File: src/rtl/stream_tools_pkg.sv
// rtl/stream_tools_pkg.sv - shared stream width and arbiter state encoding
package stream_tools_pkg;

  localparam int STREAM_W = 256;

  typedef enum logic {
    ARB_IDLE,
    ARB_XFER
  } arb_state_t;

endpackage

File: src/rtl/stream_narrow_arbiter_if.sv
// rtl/stream_narrow_arbiter_if.sv - requester and narrower-side stream bundle for the arbiter
interface stream_narrow_arbiter_if #(
  parameter int N_REQ = 4,
  parameter int ID_W  = 2
);
  import stream_tools_pkg::*;

  // Requester side: one lane of STREAM_W bits per requester
  logic [N_REQ-1:0]          req_mask;
  logic [N_REQ*STREAM_W-1:0] req_data;
  logic [N_REQ-1:0]          req_valid;
  logic [N_REQ-1:0]          req_last;
  logic [N_REQ-1:0]          req_ready;

  // Narrower side: single granted stream tagged with source and last
  logic [STREAM_W-1:0]       nar_data;
  logic                      nar_valid;
  logic                      nar_ready;
  logic [ID_W-1:0]           nar_src;
  logic                      nar_last;

  // Environment view: drives requesters and narrower backpressure
  modport master (
    output req_mask, req_data, req_valid, req_last, nar_ready,
    input  req_ready, nar_data, nar_valid, nar_src, nar_last
  );

  // Arbiter view
  modport slave (
    input  req_mask, req_data, req_valid, req_last, nar_ready,
    output req_ready, nar_data, nar_valid, nar_src, nar_last
  );

endinterface

File: src/rtl/stream_narrow_arbiter_rr_pick.sv
// rtl/stream_narrow_arbiter_rr_pick.sv - rotating priority encoder, first set bit at or after ptr
module stream_rr_pick #(
  parameter int N    = 4,
  parameter int ID_W = (N > 1) ? $clog2(N) : 1
) (
  input  logic [N-1:0]    req_i,
  input  logic [ID_W-1:0] ptr_i,
  output logic [ID_W-1:0] gnt_idx_o,
  output logic            any_o
);

  assign any_o = |req_i;

  // Scan N positions starting at ptr, wrapping, and keep the first requester found
  always_comb begin : pick_scan
    int              idx;
    logic [ID_W-1:0] idx_v;
    logic            found;
    gnt_idx_o = '0;
    found     = 1'b0;
    idx       = 0;
    idx_v     = '0;
    for (int k = 0; k < N; k++) begin
      idx = int'(ptr_i) + k;
      if (idx >= N) begin
        idx = idx - N;
      end
      idx_v = ID_W'(idx);
      if (!found && req_i[idx_v]) begin
        found     = 1'b1;
        gnt_idx_o = idx_v;
      end
    end
  end

endmodule

File: src/rtl/stream_narrow_arbiter.sv
// rtl/stream_narrow_arbiter.sv - round-robin burst arbiter feeding a shared 256-bit narrower
module stream_narrow_arbiter
  import stream_tools_pkg::*;
#(
  parameter int N_REQ     = 4,
  parameter int MAX_BEATS = 8,
  parameter int ID_W      = (N_REQ > 1) ? $clog2(N_REQ) : 1
) (
  input  logic                    clk_i,
  input  logic                    rst_i,
  stream_narrow_arbiter_if.slave  bus,
  output logic                    busy_o
);

  // One extra bit so MAX_BEATS-1 is always representable, including MAX_BEATS=1
  localparam int             CNT_W    = $clog2(MAX_BEATS) + 1;
  localparam logic [CNT_W-1:0] CNT_LAST = CNT_W'(MAX_BEATS - 1);

  arb_state_t       state_q, state_d;
  logic [ID_W-1:0]  grant_q, grant_d;
  logic [ID_W-1:0]  rr_ptr_q, rr_ptr_d;
  logic [CNT_W-1:0] cnt_q, cnt_d;

  logic [N_REQ-1:0] elig;
  logic [ID_W-1:0]  pick_idx;
  logic             pick_any;

  // Pointer for the next arbitration: one past the requester just served
  function automatic logic [ID_W-1:0] wrap_inc(input logic [ID_W-1:0] idx);
    if (int'(idx) + 1 >= N_REQ) begin
      return '0;
    end
    return ID_W'(int'(idx) + 1);
  endfunction

  // Masked-out requesters never enter arbitration even when valid
  assign elig = bus.req_valid & bus.req_mask;

  stream_rr_pick #(
    .N    (N_REQ),
    .ID_W (ID_W)
  ) u_pick (
    .req_i     (elig),
    .ptr_i     (rr_ptr_q),
    .gnt_idx_o (pick_idx),
    .any_o     (pick_any)
  );

  // Arbitration FSM next-state and combinational pass-through of the granted lane
  always_comb begin
    logic beat_acc;
    logic beat_last;
    state_d       = state_q;
    grant_d       = grant_q;
    rr_ptr_d      = rr_ptr_q;
    cnt_d         = cnt_q;
    bus.req_ready = '0;
    bus.nar_data  = '0;
    bus.nar_valid = 1'b0;
    bus.nar_last  = 1'b0;
    bus.nar_src   = '0;
    busy_o        = 1'b0;
    beat_acc      = 1'b0;
    beat_last     = 1'b0;

    case (state_q)
      ARB_IDLE: begin
        if (pick_any) begin
          grant_d = pick_idx;
          cnt_d   = '0;
          state_d = ARB_XFER;
        end
      end

      ARB_XFER: begin
        busy_o                 = 1'b1;
        bus.nar_src            = grant_q;
        bus.nar_data           = bus.req_data[int'(grant_q)*STREAM_W +: STREAM_W];
        bus.nar_valid          = bus.req_valid[grant_q];
        bus.req_ready[grant_q] = bus.nar_ready;
        // The beat cap closes the grant even if the requester's burst continues
        beat_last              = bus.req_last[grant_q] | (cnt_q == CNT_LAST);
        bus.nar_last           = beat_last;
        beat_acc               = bus.req_valid[grant_q] & bus.nar_ready;

        if (beat_acc) begin
          if (beat_last) begin
            state_d  = ARB_IDLE;
            rr_ptr_d = wrap_inc(grant_q);
            cnt_d    = '0;
          end else begin
            cnt_d = cnt_q + CNT_W'(1);
          end
        end
      end

      default: begin
        state_d = ARB_IDLE;
      end
    endcase
  end

  // State, grant, pointer and beat counter registers; reset abandons any burst
  always_ff @(posedge clk_i or posedge rst_i) begin
    if (rst_i) begin
      state_q  <= ARB_IDLE;
      grant_q  <= '0;
      rr_ptr_q <= '0;
      cnt_q    <= '0;
    end else begin
      state_q  <= state_d;
      grant_q  <= grant_d;
      rr_ptr_q <= rr_ptr_d;
      cnt_q    <= cnt_d;
    end
  end

  // A grant index beyond the requester count would select a nonexistent lane
  assert property (@(posedge clk_i) disable iff (rst_i)
    (state_q == ARB_XFER) |-> (int'(grant_q) < N_REQ));

endmodule

File: src/flat_wrapper.sv
// flat-port wrapper written by rule: the top's interface ports become plain ports
module stream_narrow_arbiter_flat import stream_tools_pkg::*;
#(
  parameter int N_REQ     = 4,
  parameter int MAX_BEATS = 8,
  parameter int ID_W      = (N_REQ > 1) ? $clog2(N_REQ) : 1
)
  (clk_i, rst_i, busy_o, bus_req_mask, bus_req_data, bus_req_valid, bus_req_last, bus_nar_ready, bus_req_ready, bus_nar_data, bus_nar_valid, bus_nar_src, bus_nar_last);
  stream_narrow_arbiter_if #(.N_REQ(N_REQ), .ID_W(ID_W)) bus_i ();
  input  logic clk_i;
  input  logic rst_i;
  output logic busy_o;
  input wire logic [$bits(bus_i.req_mask)-1:0] bus_req_mask;
  input wire logic [$bits(bus_i.req_data)-1:0] bus_req_data;
  input wire logic [$bits(bus_i.req_valid)-1:0] bus_req_valid;
  input wire logic [$bits(bus_i.req_last)-1:0] bus_req_last;
  input wire logic [$bits(bus_i.nar_ready)-1:0] bus_nar_ready;
  output wire logic [$bits(bus_i.req_ready)-1:0] bus_req_ready;
  output wire logic [$bits(bus_i.nar_data)-1:0] bus_nar_data;
  output wire logic [$bits(bus_i.nar_valid)-1:0] bus_nar_valid;
  output wire logic [$bits(bus_i.nar_src)-1:0] bus_nar_src;
  output wire logic [$bits(bus_i.nar_last)-1:0] bus_nar_last;
  assign bus_i.req_mask = bus_req_mask;
  assign bus_i.req_data = bus_req_data;
  assign bus_i.req_valid = bus_req_valid;
  assign bus_i.req_last = bus_req_last;
  assign bus_i.nar_ready = bus_nar_ready;
  assign bus_req_ready = bus_i.req_ready;
  assign bus_nar_data = bus_i.nar_data;
  assign bus_nar_valid = bus_i.nar_valid;
  assign bus_nar_src = bus_i.nar_src;
  assign bus_nar_last = bus_i.nar_last;
  stream_narrow_arbiter #(.N_REQ(N_REQ), .MAX_BEATS(MAX_BEATS), .ID_W(ID_W)) u_core (.clk_i(clk_i), .rst_i(rst_i), .bus(bus_i), .busy_o(busy_o));
endmodule
File: config.mk
export PLATFORM = sky130hd
export DESIGN_NAME = stream_narrow_arbiter_flat
export DESIGN_NICKNAME = d
export VERILOG_FILES = /design/src/rtl/stream_tools_pkg.sv /design/src/rtl/stream_narrow_arbiter_if.sv /design/src/rtl/stream_narrow_arbiter_rr_pick.sv /design/src/rtl/stream_narrow_arbiter.sv /design/src/flat_wrapper.sv
export SDC_FILE = /design/constraint.sdc
export NUM_CORES = 1
export LEC_CHECK = 0
export CORE_AREA = 8 8 507 509
export DETAILED_ROUTE_END_ITERATION = 16
export DIE_AREA = 0 0 515 517
export PLACE_DENSITY = 0.3
export SLEW_MARGIN = 20
export SYNTH_ARGS = -nofsm -noshare
export SYNTH_HDL_FRONTEND = slang
export SYNTH_SLANG_ARGS = --single-unit
File: constraint.sdc
create_clock -name clk_i -period 3.3 [get_ports clk_i]
set_clock_uncertainty 0.2 [all_clocks]
set_input_delay 0.99 -clock clk_i [delete_from_list [all_inputs] [get_ports clk_i]]
set_output_delay 0.99 -clock clk_i [all_outputs]
set_load 0.05 [all_outputs]
==> impl_metrics.ini <==
[placement]
portBuffers = 1303
dp_hpwl_um = 198000
routabilityCongestion = 0.935
place_ws_ns = -0.644
dpl_cell_area_mm2 = 0.0265
placedCellCount = 5314

[cts]
clkSlewWorstSetupHoldPaths_ns = 0.04
clkLatencyLatePin_ns = 0.23
htreeDepth = 1
tritoncts = yes
clock_path_buffers = 2
postCtsHoldBufs = 0
numCtsBuffers = 3
cts_root_buf = clkbuf_16
clock-sinks = 9

[sta]
fmax_mhz = 288
finalMaxSlewViolations = 0
fin_ws_ns = -0.169
worst_pin_slew_ns = 0.669
period_share = 1.05
final-hold-violation-count = 0
finalSetupViolations = 184
rsz0062_at_grt = yes
relSlewSlack = 0.554
fin_setup_tns_ns = -11.13
whs_ns = 0.325
post-route-min-period_ns = 3.47

[setup_path]
r2r_slack_ns = 0.61
r2r_start = u_core.grant_q[0]
crit_path_start_kind = flop
path_buf_inv = 3
cp_slowest_stage_delay_ns = 0.65
path_delay_family = multiplexers
worstSetupEndpointType = primary output
cp_common_cell = buf_12
crit_type = flop to primary output
cp_cell_sequence = buf_16 -> buf_12 -> mux4_2 -> and2_4 -> buf_12
cp.required_ns = 2.11
cp_slowest_cell = mux4_2
arrival_ns = 2.28
crit_fanout = 17
reg2reg_to = u_core.rr_ptr_q[0]
reg2reg_depth = 7

[detailed_routing]
drc_errors = 0
drt_first_iter_violations = 1177
wirelength_um = 209000
wl_met1_um = 73300
wl_met3_um = 33500
drtAntennaViolNets = 0
wire_per_inst_um = 38.3
highest_layer = met5
vias_per_cell = 2.82
via_count = 15400
wl_met2_um = 95300
drt_pass1_iterations = 5

[die]
core_area_mm2 = 0.250
die-width_um = 515
ios = 1304
die_height_um = 517
initial_core_util = 0.0339
dieArea_mm2 = 0.266
placementRows = 184

[synth]
yosysWarnings = 0
netlist_top_cells_area = mux4_2, and2_1, dfrtp_1
syn-num-nets = 1716
async_flop_share = 1.00
ys_ff_latch = 9
synth_top_area_cell = mux4_2
synth.top_cell.area_share = 0.687
synth_flop_cell = dfrtp_1
synth_cell_types = 30
synth-seq-area-share = 0.0266
syn_area_mm2 = 0.00845
synth_edf_count = 0
avgSynthCellArea_um2 = 12.6
syn-instance-count = 672

[global_routing]
grt_max_degree = 89
antenna_found_initial = 463
grt_overflow = 0
grt_usage = 0.147
grt_pass1_wl_um = 241000
grt_pass1_vias = 15000

[finish]
finish.instance_area_mm2 = 0.0291
stdcell_count = 5451
syn_to_final_growth_pct = 244
drive_gt1_frac = 0.457
nNetsFinal = 3032
fill_cells = 28800
post-route-util = 0.117

[power_and_ir_drop]
powerDensity_mw_per_mm2 = 982
combinationalPowerShare = 0.984
power.switching_mw = 15.5
intPower_mw = 13.0
seqPwrFrac = 0.008
clockPowerShare = 0.008
ir_worst_vdd_uv = 404
total_power_mw = 28.6
leakagePower_nw = 13.1
swShare = 0.544

[outcome]
violations = setup timing
status = finished with violations

[min_path]
worstHoldPathCells = 1
hp-start = u_core.rr_ptr_q[0]
min_to = u_core.rr_ptr_q[0]
min-delay-path-class = flop to flop

[job]
maxCapViolations = 0
## metal layers
metal | global-route usage | up-vias
met1 | 0.156 | 7182
met3 | 0.106 | 728
li1 | - | 5537
met4 | 0.0130 | 282
met5 | 0 | -
met2 | 0.248 | 1634
## worst reg2reg max path, delay by kind of cell, from the launching register on
family	cells	cell delay, ns
AND/OR/NAND/NOR	2	0.39
flip-flops	1	0.49
buffers and inverters	3	0.61
multiplexers	2	0.87
## registers in the layout, summed over array words and instances (netlist names)
| signal | cells |
|---|---|
| u_core.state_q | 1 |
| u_core.rr_ptr_q | 2 |
| u_core.grant_q | 2 |
| u_core.cnt_q | 4 |
## worst max-delay path by stage
stage	from	to	slack, ns	depth (start not counted)
floorplan	bus_req_last[1]	bus_nar_last	0.11	3
global placement	bus_req_data[821]	bus_nar_data[53]	-0.67	4
detailed placement	bus_req_last[3]	bus_nar_last	-0.64	5
CTS	u_core.grant_q[0]	bus_nar_data[177]	-0.17	5
global route	u_core.grant_q[0]	bus_nar_last	-0.19	6
finish	u_core.grant_q[0]	bus_nar_data[54]	-0.17	5
## cells by family after synthesis
group / count (synthesis) / synth area share
DFF: 9 / 0.0266
and+or+nand+nor: 282 / 0.207
adders and majority gates: 5 / 0.00740
buffers and inverters: 97 / 0.0505
AOI/OAI and AO/OA: 18 / 0.0170
muxes: 261 / 0.691
## layout by cell type, fill, tap and decap left out, types with 3 or more instances in the layout
master	instances
and3_1	5
clkbuf_16	4
nand3_1	5
buf_16	4
buf_8	107
dfrtp_4	3
ha_1	5
clkdlybuf4s15_2	16
and2_1	8
dfrtp_1	6
clkdlybuf4s15_1	24
inv_1	9
dlymetal6s2s_1	282
and2_4	252
mux4_2	258
o21ai_2	4
dlygate4sd2_1	553
buf_12	126
diode_2	116
nand2_1	4
a21oi_1	3
buf_4	59
buf_6	66
clkdlybuf4s50_1	157
nor2_1	3
o21ai_0	3
## final cells by class
class                           count  area (um^2)  share of cell area
Clock buffer                        4         78.8             0.00271
Sequential cell                     9          236             0.00813
Tap cell                         3348         4190               0.144
Timing Repair Buffer             1399        15800               0.544
Multi-Input combinational cell    566         8440               0.290
Inverter                            9         33.8             0.00116
Antenna cell                      116          290             0.00997
## Yosys cell counts, drive strengths merged (3+ instances only)
cell type and instances:
buf 55, and2 260, ha 5, mux4 258, nor2 3, o21ai 7
and3 5, clkbuf 33, a21oi 3, nand2 4, dfrtp 9, mux2 3
nand3 5, inv 9
## power by group through the flow
stage               combinational (mW)  sequential, mW  clock (mW)
detailed placement                24.5           0.235           0
floorplan                         12.9           0.196           0
global placement                  24.5           0.238           0
CTS                               26.8           0.239       0.219
finish                            28.1           0.237       0.216
global route                      29.0           0.247       0.230
## repair_timing
item                        CTS  global route
buffers inserted              8             8
setup endpoints to repair   258           251
resized for setup          1042           547
cloned                        0             1
pin swaps                    21            16
Note: power is estimated with default switching activity, not from simulation.
==> RTL change (config.mk and constraints unchanged) <==
Reset style: synchronous (`rst_i`), changed in one clocked block.
--- a/src/rtl/stream_narrow_arbiter.sv
+++ b/src/rtl/stream_narrow_arbiter.sv
@@ -103,3 +103,3 @@
   // State, grant, pointer and beat counter registers; reset abandons any burst
-  always_ff @(posedge clk_i or posedge rst_i) begin
+  always_ff @(posedge clk_i) begin
     if (rst_i) begin
Check against the original RTL: not equivalent (Yosys sat finds a counterexample within 4 cycles, from zero or initial values and one cycle with rst_i high; the reset may be asserted at any time).
==> RTL change against the unedited design <==
The flow still finishes with violations (negative setup slack). Die area unchanged. Routed wire length fell by 4.5%. Design area decreased by 2.8%. Core utilization decreased by 0.32 points. Sequential cell count is the same. Maximum frequency grew 3.9%. Worst setup slack improved by 0.13 ns. Synthesized area is 0.21% lower. Global-route usage decreased by 0.71 points. First-iteration DRC count decreased by 20%. Largest cell class unchanged.
Power is left out: it rests on default switching activity, and per cell area and clock period it moved more than threefold.
==> RTL change: results (changes against the unedited design) <==
status finished, violations left; failing checks negative setup slack; vias in the first global route 14790 (-1.5%); hpwl dp 188900 um (-4.6%); met2 Use GR 24.25% (-0.59 points); synth unique cells 33 (+10%); # fillers 28870 (+0.31%); fraction of area in registers 0.6766% (-0.14 points); global-route wire length before repair 231100 um (-4.3%); crit-path max FO 1 (-16); met1 Track Usage GR 14.09% (-1.5 points); Slew @ Worst Pin 0.7762 ns (+0.1075 ns); pin count of the biggest net entering global routing 100 (+12%); Clock-cell share 0.2786% (+0.0078 points); sequential area share after synthesis 2.136% (-0.53 points); layout cells sized above 1 49.33% (+3.6 points); ys async rst share 0% (-100 points); Met2 Wirelength 93210 um (-2.1%); Post-CTS Setup Repair Bufs 3 (-5); GRT met3 Usage 10.54% (-0.017 points); setup slack after layout -0.03885 ns (+0.1297 ns); met3 WL 34140 um (+1.9%); Syn Nets 1731 (+0.87%); DRT iter0 DRCs 944 (-20%); share of cell area taken by multi-input logic gates 30.09% (+1.1 points); Resized cells post-CTS 1895 (+82%); non-clk buf share 53.10% (-1.3 points); layout net count 3054 (+0.73%); non-clock inverter count 5 (-4); #MultiIn Comb 584 (+3.2%); seq_cells 9 (unchanged); ys flop type dfxtp_1; largest cells by area after synthesis mux4_2 (69%), and2_1 (19%), dfxtp_1 (2.1%), clkbuf_1 (1.8%), buf_2 (1.6%); initial antenna violation count 460 (-0.65%); # setup viols final 29 (-84%); n_diodes 111 (-4.3%); Critical Path AT 2.15 ns (-0.13 ns); top cells by count, synth and2_1 (259), mux4_2 (257), clkbuf_1 (41); final setup TNS -0.3291 ns (+10.80 ns); gpl congestion 0.9457 (+1.1%); First-pass DRT Iterations 7 (+2); gr usage total 14.02% (-0.71 points); via count 15210 (-0.98%)
==> RTL change: cell count changes in the layout (fill, tap and decap cells not counted), sizes merged, moves of 28 or more <==
cell,before,now
buf,364,392
dlygate4sd2,553,789
clkdlybuf4s50,157,8
clkbuf,7,40
dlymetal6s2s,282,33
clkdlybuf4s15,40,149
==> RTL change: cell families (layout without fill, tap and decap cells) <==
logic type                 after synthesis  in the layout  synth area share (%)
adders and majority gates                5              5                0.7416
and+or+nand+nor                        295            295                 21.54
AOI/OAI and AO/OA                       25             25                 2.062
DFF                                      9              9                 2.136
other                                    0            111                     0
muxes                                  259            259                 68.85
buffers and inverters                   94           1416                 4.672
==> RTL change: through the flow <==
stage | utilization, % | hold WS [ns] | std cells | setup slack, ns | cell area, um^2
after CTS | 11.07 | 0.2839 | 5333 | -0.1506 | 27640
final | 11.34 | 0.2797 | 5468 | -0.03885 | 28290
after global routing | 11.29 | 0.3178 | 5420 | -0.03178 | 28170
after global placement | 10.58 | 0.2751 | 5327 | -0.4885 | 26410
after floorplan | - | 0.2581 | 687 | 0.01301 | 8436
after detailed placement | 10.58 | 0.2831 | 5327 | -0.4621 | 26410
==> RTL change: final timing paths <==
check | to | cells past startpoint | from | slack, ns
hold reg to reg | u_core.cnt_q[3] | 2 | u_core.cnt_q[3] | 0.28
hold / removal | u_core.cnt_q[3] | 2 | u_core.cnt_q[3] | 0.28
setup reg to reg | u_core.cnt_q[0] | 8 | u_core.grant_q[0] | 0.78
setup / recovery | bus_nar_data[141] | 4 | bus_req_data[909] | -0.04
==> RTL change: critical path, cell delays in order <==
cell             delay [ns]
clkdlybuf4s15_1        0.29
mux4_2                 0.53
and2_4                 0.18
buf_8                  0.15
